File: src/rtl/apu_frame_sequencer.sv
// -----------------------------------------------------------------------------
// apu_frame_sequencer
//
// Purpose:
//   Frame sequencer for the square channels' low-rate housekeeping clocks.
//   A falling edge of the selected DIV bit (nominally 512 Hz) advances a
//   3-bit phase counter. The new phase value is decoded into one-cycle
//   strobes for the length counters, the frequency sweep and the volume
//   envelope. The phase bits also drive the 512/256/128 Hz level clocks.
//   The APU master enable holds the sequencer at phase 0 and blocks all
//   strobes.
//
// Configuration macro:
//   APU_DOUBLE_SPEED_EN - when defined, cgb_speed=1 selects div_bit5 so the
//                         tick rate stays at 512 Hz in CPU double-speed mode.
//                         When undefined, div_bit5 and cgb_speed are ignored
//                         and div_bit4 is always the tick source.
//
// Ports:
//   ajer_2mhz   in   APU clock; all state changes on its rising edge
//   napu_reset  in   asynchronous active-low reset
//   apu_en      in   APU master enable (NR52 bit 7)
//   div_bit4    in   DIV counter bit 4
//   div_bit5    in   DIV counter bit 5 (double-speed source)
//   cgb_speed   in   CPU double-speed flag
//   step        out  current sequencer phase 0..7
//   len_clk     out  one-cycle strobe, length counters
//   sweep_clk   out  one-cycle strobe, frequency sweep
//   env_clk     out  one-cycle strobe, volume envelope
//   horu_512hz  out  level clock, step[0]
//   bufy_256hz  out  level clock, step[1]
//   byfe_128hz  out  level clock, step[2]
//   len_skip    out  high when the next step will not clock length
// -----------------------------------------------------------------------------
module apu_frame_sequencer (
  input  logic       ajer_2mhz,
  input  logic       napu_reset,
  input  logic       apu_en,
  input  logic       div_bit4,
  input  logic       div_bit5,
  input  logic       cgb_speed,
  output logic [2:0] step,
  output logic       len_clk,
  output logic       sweep_clk,
  output logic       env_clk,
  output logic       horu_512hz,
  output logic       bufy_256hz,
  output logic       byfe_128hz,
  output logic       len_skip
);

  logic       divb;
  logic       div_q;
  logic       tick;
  logic [2:0] step_reg;
  logic [2:0] step_next;
  logic       len_clk_reg;
  logic       sweep_clk_reg;
  logic       env_clk_reg;

  // Tick source selection. A change of cgb_speed changes divb directly,
  // so a switch from a high to a low source bit is seen as a falling edge.
`ifdef APU_DOUBLE_SPEED_EN
  assign divb = cgb_speed ? div_bit5 : div_bit4;
`else
  assign divb = div_bit4;
  logic unused_speed_inputs;
  assign unused_speed_inputs = &{1'b0, div_bit5, cgb_speed};
`endif

  // div_q follows divb even while the APU is disabled, so enabling with
  // divb already low cannot manufacture a falling edge. A DIV write that
  // clears a set bit is an ordinary falling edge and ticks.
  assign tick      = div_q & ~divb;
  assign step_next = step_reg + 3'd1;

  always_ff @(posedge ajer_2mhz or negedge napu_reset) begin
    if (!napu_reset) begin
      div_q         <= 1'b0;
      step_reg      <= 3'd0;
      len_clk_reg   <= 1'b0;
      sweep_clk_reg <= 1'b0;
      env_clk_reg   <= 1'b0;
    end else begin
      div_q <= divb;
      if (!apu_en) begin
        // Disable wins over a coincident tick: phase 0, no strobe.
        step_reg      <= 3'd0;
        len_clk_reg   <= 1'b0;
        sweep_clk_reg <= 1'b0;
        env_clk_reg   <= 1'b0;
      end else if (tick) begin
        // Strobes decode the phase being entered, not the one being left.
        step_reg      <= step_next;
        len_clk_reg   <= ~step_next[0];
        sweep_clk_reg <= step_next[1] & ~step_next[0];
        env_clk_reg   <= &step_next;
      end else begin
        len_clk_reg   <= 1'b0;
        sweep_clk_reg <= 1'b0;
        env_clk_reg   <= 1'b0;
      end
    end
  end

  assign step      = step_reg;
  assign len_clk   = len_clk_reg;
  assign sweep_clk = sweep_clk_reg;
  assign env_clk   = env_clk_reg;

  // Level clocks come straight from register bits, so they cannot glitch.
  assign horu_512hz = step_reg[0];
  assign bufy_256hz = step_reg[1];
  assign byfe_128hz = step_reg[2];
  assign len_skip   = ~step_reg[0];

endmodule

File: config.mk
export PLATFORM = sky130hd
export DESIGN_NAME = apu_frame_sequencer
export DESIGN_NICKNAME = d
export VERILOG_FILES = /design/src/rtl/apu_frame_sequencer.sv
export SDC_FILE = /design/constraint.sdc
export NUM_CORES = 1
export LEC_CHECK = 0
export CORE_AREA = 3 3 40 42
export CTS_CLUSTER_DIAMETER = 80
export DETAILED_ROUTE_END_ITERATION = 8
export DIE_AREA = 0 0 43 45
export PLACE_DENSITY = 0.57
export SLEW_MARGIN = 10
export SYNTH_ARGS = -nofsm -noshare
export SYNTH_HDL_FRONTEND = slang
export SYNTH_SLANG_ARGS = --single-unit
File: constraint.sdc
create_clock -name ajer_2mhz -period 2.5 [get_ports ajer_2mhz]
set_input_delay 0.5 -clock ajer_2mhz [delete_from_list [all_inputs] [get_ports ajer_2mhz]]
set_output_delay 0.5 -clock ajer_2mhz [all_outputs]
set_load 0.005 [all_outputs]
Word level (Yosys, flattened, before mapping)
Index checks and enable logic that the tools add are counted.
Word-level totals
  output and inout bits: 10
  register bits after elaboration: 7
  logic and storage cells: 21
  bits of input ports: 6
Cells by class
  bitwise gates (word level): 5
  $add $sub $neg: 1
  mux-type cells: 8
  equal/unequal tests: 1
  reductions and logical operators: 1
Operators by type and width (count)
  $mux 1: 6
  $mux 3: 2
  $add 3x1->3 const B: 1
  $not 1->1: 3
  $reduce_and 3->1: 1
  $and 1x1->1: 2
  $ne 2x1->1 const B: 1

Longest topological paths before layout
Gate-level depths: netlist of the first run.
  word-level depth: 5
  mapped depth: 4
  depth with buffers taken out: 4

Worst setup path before layout of the first run
OpenSTA, ideal clock, no wires.
  kind: reg2reg
  start point: register step_reg[0], in the netlist step[0]
  end point: register step_reg[1], in the netlist step[1]
  library setup time: 0.119 ns
  path buffers: 0
  required time: 2.381 ns
  data arrival time: 0.976 ns
  clock period less this slack: 1.095 ns
  cell stages (with the launch flop): 5
  path slack: 1.405 ns
  cells stage by stage: dfrtp_1 inv_1 ha_1 mux2i_1 and2_1
On the way
  word-level cells in the longest chain between the ends: 3
RTL lines
  from (decl): line 55  | logic [2:0] step_reg;
  from (signal assigned): line 94  | step_reg <= step_next;
  $add 3x1->3: line 75  | assign step_next = step_reg + 3'd1;
  $mux 3: line 92  | end else if (tick) begin
  $mux 3: line 86  | if (!apu_en) begin
No other way between the ends. The select of a mux whose other input is x is not followed.
A chain may end at the register's enable or synchronous reset.

Final worst setup path of the first run
  start point: register step_reg[0], in the netlist step[0]
  end point: output len_skip
On the way
  word-level cells in the longest chain between the ends: 1
RTL lines
  $not 1->1: line 115  | assign len_skip = ~step_reg[0];
  to (decl): line 49  | output logic len_skip
No other way between the ends.

==> impl_metrics.csv, run 1 <==
group,metric,value,unit
clocking,postCtsSetupRepairBufs,0,
routing,drc,0,
floorplan,pin_count,16,
hold_path,holdCritPathClass,"in -> async",
routing,first_iter_violations,2,
clocking,clk_pin_slew_worst_paths,0.05,ns
pwr,p_leak,0.0002212,µW
synthesis,yosysWarnings,0,
clocking,cts_max_level,1,
timing,hold_viol_final,0,
timing,period_share,73.55,%
synthesis,syn-cell-area,342.8,µm²
synthesis,syn_inst,28,
setup_path,worst_setup_path_start_kind,"register",
synthesis,synth.distinct_cells,12,
grt,overflow,0,
synthesis,synth_top_area_share,51.09,%
placed_design,gp_congestion,0.6735,
timing,finalSetupTns,0,ns
synthesis,yosys_most_used_dff,"dfrtp_1",
placed_design,io_buffers,13,
synthesis,synth-seq-cells,7,
floorplan,initial_core_util,26.68,%
status,status,"complete, no violations",
timing,slew-limit-headroom,78.81,%
timing,rsz0062_at_grt,"no",
grt,antenna_found_initial,0,
pwr,p_per_area,513.7,mW/mm²
final_layout,layout-drive-gt1-share,14.29,%
routing,dr.pass1.iters,4,
synthesis,yosysMostFrequentCell,"dfrtp_1",
final_layout,layout-area-overhead-vs-synth,44.53,%
setup_path,critical_path_class,"reg -> out",
clocking,numCtsBuffers,3,
floorplan,rows,13,
synthesis,synth_top_cell_by_area,"dfrtp_1",
synthesis,ys_top_cells_by_count,"dfrtp_1, and2_1, buf_4, ha_1, xnor2_1",
clocking,clk_path_buf_depth,2,
routing,vias,241,
floorplan,die_y,45,µm
floorplan,dieWidth,43,µm
synthesis,synthesis.nets,37,
final_layout,design_area,495.5,µm²
final_layout,largest_reg_flops,3,
final_layout,fin_util,38.56,%
routing,ant_nets,0,
clocking,clkSinkCount,7,
grt,grt_pass1_wl,1035,µm
floorplan,core,0.001285,mm²
clocking,cts-root-buf,"clkbuf_4",
routing,wirelength,614,µm
routing,wl_per_cell,10.77,µm
grt,grt_pass1_vias,246,
clocking,cts_tree,"done",
timing,finClkSkew,0.004767,ns
setup_path,worstPathMaxFanout,6,
synthesis,synthTopCellsByArea,"dfrtp_1, ha_1, xnor2_1, buf_4, and2_1",
clocking,postCtsHoldBufs,0,
grt,grtUsageTotal,7.893,%
synthesis,syn_avg_cell_area,12.24,µm²
floorplan,die-area,0.001935,mm²
final_layout,n_antenna_cell,0,
timing,slew_viol_final,0,
flow_run,maxCapViolCount,0,
placed_design,postPlaceCellArea,469.2,µm²
setup_path,required,2.00,ns
pwr,power,254.5,µW
final_layout,fin_nets,52,
setup_path,cp_data_arrival_time,1.34,ns
timing,max_freq,543.8,MHz
pwr,peakVddDrop,0.1915,mV
synthesis,synth_edf_count,0,
setup_path,end_kind,"output port",
timing,period_needed,1.839,ns
synthesis,async_flop_share,100.0,%
clocking,clkLatencyLatePin,0.24,ns
clocking,cts_resized,0,
timing,worstMarginPinSlew,0.3168,ns
synthesis,seq_area_frac_synth,51.09,%
timing,setup_violations,0,
grt,grt_max_degree,8,
routing,viasPerCell,4.228,
## layer usage
metal | vias up | share of wire (%) | GRT usage, %
li1 | 114 | - | -
met1 | 110 | 45 | 8.642
met2 | 15 | 43 | 11.08
met3 | 2 | 10 | 2.789
met4 | 0 | 1.6 | 9.036
met5 | - | 0 | 0
## where the power goes
part	switching (µW)	total, µW	internal (µW)
Sequential	3.89	121	117
Combinational	12.9	33.6	20.7
Clock	39.3	100	60.8
Total	56.1	255	198
## cells by family after synthesis
kind of cell / share of synthesized area, %
fa+ha+maj: 10.95
mux: 2.920
flops: 51.10
xor+xnor: 7.666
simple gates: 18.61
buf+inv: 8.759
## per-stage QoR
step,setup slack (ns),instances,hold WS (ns)
floorplan,1.405,28,0.2044
global placement,0.9446,53,0.6009
detailed placement,0.9265,53,0.6117
CTS,0.6578,57,0.5205
global route,0.5979,57,0.5363
finish,0.6611,57,0.5117
## layout make-up
| cell class | instances | area, µm² |
|---|---|---|
| timing repair buffer | 13 | 130.1 |
| clock buffer | 4 | 26.28 |
| tap | 15 | 18.77 |
| multi-input combinational | 16 | 137.6 |
| fill | 125 | 789.5 |
| inverter | 2 | 7.507 |
| sequential | 7 | 175.2 |
## cells in the final DEF, fill, tap and decap left out
cell type        count
clkbuf_1             1
dfrtp_1              7
mux2i_1              1
clkdlybuf4s50_1     13
xnor2_1              3
ha_1                 3
clkbuf_4             3
inv_1                2
nor2b_4              1
nor2_1               1
nand3b_1             1
and3_2               2
nand3_1              1
and2_1               3
## worst paths after layout
path	from	end	slack [ns]	depth (start not counted)
worst max-delay path	step[0]	len_skip	0.66	2
worst min-delay path	napu_reset	env_clk	0.51	1
worst max register to register	step[0]	step[1]	1.35	4
worst min register to register	step[2]	env_clk	0.61	2
max in group asynchronous	napu_reset	len_clk	1.75	1
min in group ajer_2mhz	step[2]	env_clk	0.61	2
## critical path, stage by stage (launching register included)
cell and delay (ns):
dfrtp_1 0.43, inv_1 0.15, clkdlybuf4s50_1 0.52
(Power assumes the default switching activity.)
==> inputs of run 2 (changes only) <==
Settings changed: PLACE_DENSITY 0.57 to 0.59.
Clock period 2.5 ns to 1.68 ns, I/O delays scaled along.
==> run 2 against run 1 <==
Net effect:
- hold slack got worse by 0.17 ns
- combinational power rose by 45%
- non-clock buffer count did not move
- largest cell class unchanged
- critical endpoint is now step[1]
- die area did not move
- utilization rose by 0.29 points
- setup slack got worse by 0.51 ns
- via count fell by 4.1%
- sequential cell count did not move
- highest routed layer unchanged
==> impl_metrics.csv, run 2 (synthesis gave the netlist of run 1 again) <==
group,metric,value,unit
placed_design,io_buffers,13,
routing,first_iter_violations,0,
routing,wirelength,596,µm
final_layout,nFillCells,130,
final_layout,seq_area,176.4,µm²
clocking,clkLatencyLatePin,0.25,ns
setup_path,reg2reg_slack,0.58,ns
placed_design,gp_congestion,0.6921,
clocking,clk_pin_slew_worst_paths,0.05,ns
floorplan,pin_count,16,
setup_path,cp_cell_sequence,"clkdlybuf4s50_1",
final_layout,layout-drive-gt1-share,19.05,%
floorplan,dieWidth,43,µm
routing,wl_per_cell,10.46,µm
pwr,p_leak,0.0002225,µW
grt,grtUsageTotal,7.893,%
grt,grt_pass1_vias,228,
routing,viasPerCell,4.053,
routing,dr.pass1.iters,1,
setup_path,slowest_stage,"clkdlybuf4s50_1",
grt,grt_pass1_wl,1055,µm
floorplan,die-area,0.001935,mm²
clocking,clk_path_buf_depth,2,
clocking,numCtsBuffers,3,
timing,period_share,90.79,%
timing,finalWorstSetupSlack,0.1548,ns
final_layout,layout_commonest_cell,"clkdlybuf4s50_1",
routing,ant_nets,0,
setup_path,startpoint,"step[1]",
clocking,clkSinkCount,7,
setup_path,worst_setup_path_start_kind,"register",
timing,timing.hold.ws,0.3430,ns
final_layout,fin_util,38.85,%
floorplan,die_y,45,µm
timing,finalSetupTns,0,ns
hold_path,holdCritPathClass,"in -> async",
setup_path,reg2reg_to,"step[2]",
final_layout,multi_input_area,137.6,µm²
setup_path,end_kind,"output port",
grt,antenna_found_initial,0,
timing,max_freq,655.7,MHz
floorplan,initial_core_util,26.68,%
timing,slew-limit-headroom,79.07,%
timing,slew_viol_final,0,
clocking,cts_tree,"done",
timing,setup_violations,0,
grt,grt_max_degree,8,
clocking,cts-root-buf,"clkbuf_4",
setup_path,critical_path_class,"reg -> out",
routing,vias,231,
setup_path,worstPathMaxFanout,5,
timing,period_needed,1.525,ns
setup_path,worstPathBufferInverterCount,1,
routing,drc,0,
floorplan,rows,13,
final_layout,final_cell_mix,"clkdlybuf4s50_1, dfrtp_1",
timing,hold_viol_final,0,
setup_path,timing.rr.start,"step[1]",
placed_design,dp_hpwl,475.7,µm
pwr,peakVddDrop,0.2927,mV
floorplan,core,0.001285,mm²
flow_run,maxCapViolCount,0,
timing,finClkSkew,0.003867,ns
final_layout,n_antenna_cell,0,
final_layout,layout-area-overhead-vs-synth,45.62,%
setup_path,cp_data_arrival_time,1.19,ns
grt,overflow,0,
placed_design,dp_slack,0.2662,ns
timing,worstMarginPinSlew,0.3130,ns
final_layout,fin_nets,52,
setup_path,critical-path-max-stage-delay,0.53,ns
final_layout,largest_reg_flops,3,
setup_path,required,1.34,ns
clocking,cts_max_level,1,
setup_path,worstRegToRegCells,4,
status,status,"complete, no violations",
timing,rsz0062_at_grt,"no",
setup_path,critical_path.top_delay_family,"buffers and inverters",
pwr,p_per_area,757.8,mW/mm²
==> run 2: cell types whose count changed in the layout (fill, tap and decap cells not counted), sizes merged <==
cell | previous run | this run
dlymetal6s2s | 0 | 1
clkdlybuf4s50 | 13 | 12
==> run 2: worst max path at each step <==
stage                       to  slack [ns]  cells after the start
global placement      len_skip        0.29                      2
detailed placement     step[1]        0.27                      4
floorplan              step[1]        0.58                      4
finish                 step[1]        0.15                      1
global route        bufy_256hz        0.08                      1
CTS                   len_skip        0.04                      2
==> run 2: area by class of cell <==
cell class	count	share of cell area [%]
sequential	7	35.34
multi-input combinational	16	27.57
timing repair buffer	13	26.57
clock buffer	4	5.263
tap	15	3.759
inverter	2	1.504
==> run 2: routing by layer <==
| layer | up-vias | global-route usage [%] | part of all wire, % |
|---|---|---|---|
| li1 | 114 | - | - |
| met1 | 102 | 9.136 | 41 |
| met2 | 13 | 11.38 | 41 |
| met3 | 2 | 2.789 | 13 |
| met4 | 0 | 7.229 | 4.2 |
| met5 | - | 0 | 0 |
==> run 2: through the flow <==
stage | power [µW] | area (µm²) | std cells
floorplan | 202.7 | 342.8 | 28
global placement | 231.6 | 469.2 | 53
detailed placement | 232.7 | 469.2 | 53
CTS | 386.6 | 495.5 | 57
global route | 405.7 | 499.2 | 57
finish | 378.3 | 499.2 | 57
==> run 2: where the power goes <==
group          switching (µW)  total, µW  leakage (µW)  internal (µW)
registers                5.84        180     0.0000930            175
clock network            58.7        149     0.0000150           90.4
logic                    18.6       48.8      0.000114           30.3
total                    83.1        378      0.000222            295
==> run 2: worst register-to-register path, cell delays in order (launching register included) <==
cell and delay [ns]:
dfrtp_1 0.41, ha_1 0.21, nand3b_1 0.10, xnor2_1 0.13
and2_1 0.15
==> run 2: what timing repair did <==
item                                   4_1_cts  5_1_grt
setup endpoints to repair                    1        1
resized for setup                            1        2
endpoints found under the hold margin        0        0
pin swaps                                    0        0
buffers inserted                             0        0
hold buffers                                 0        0
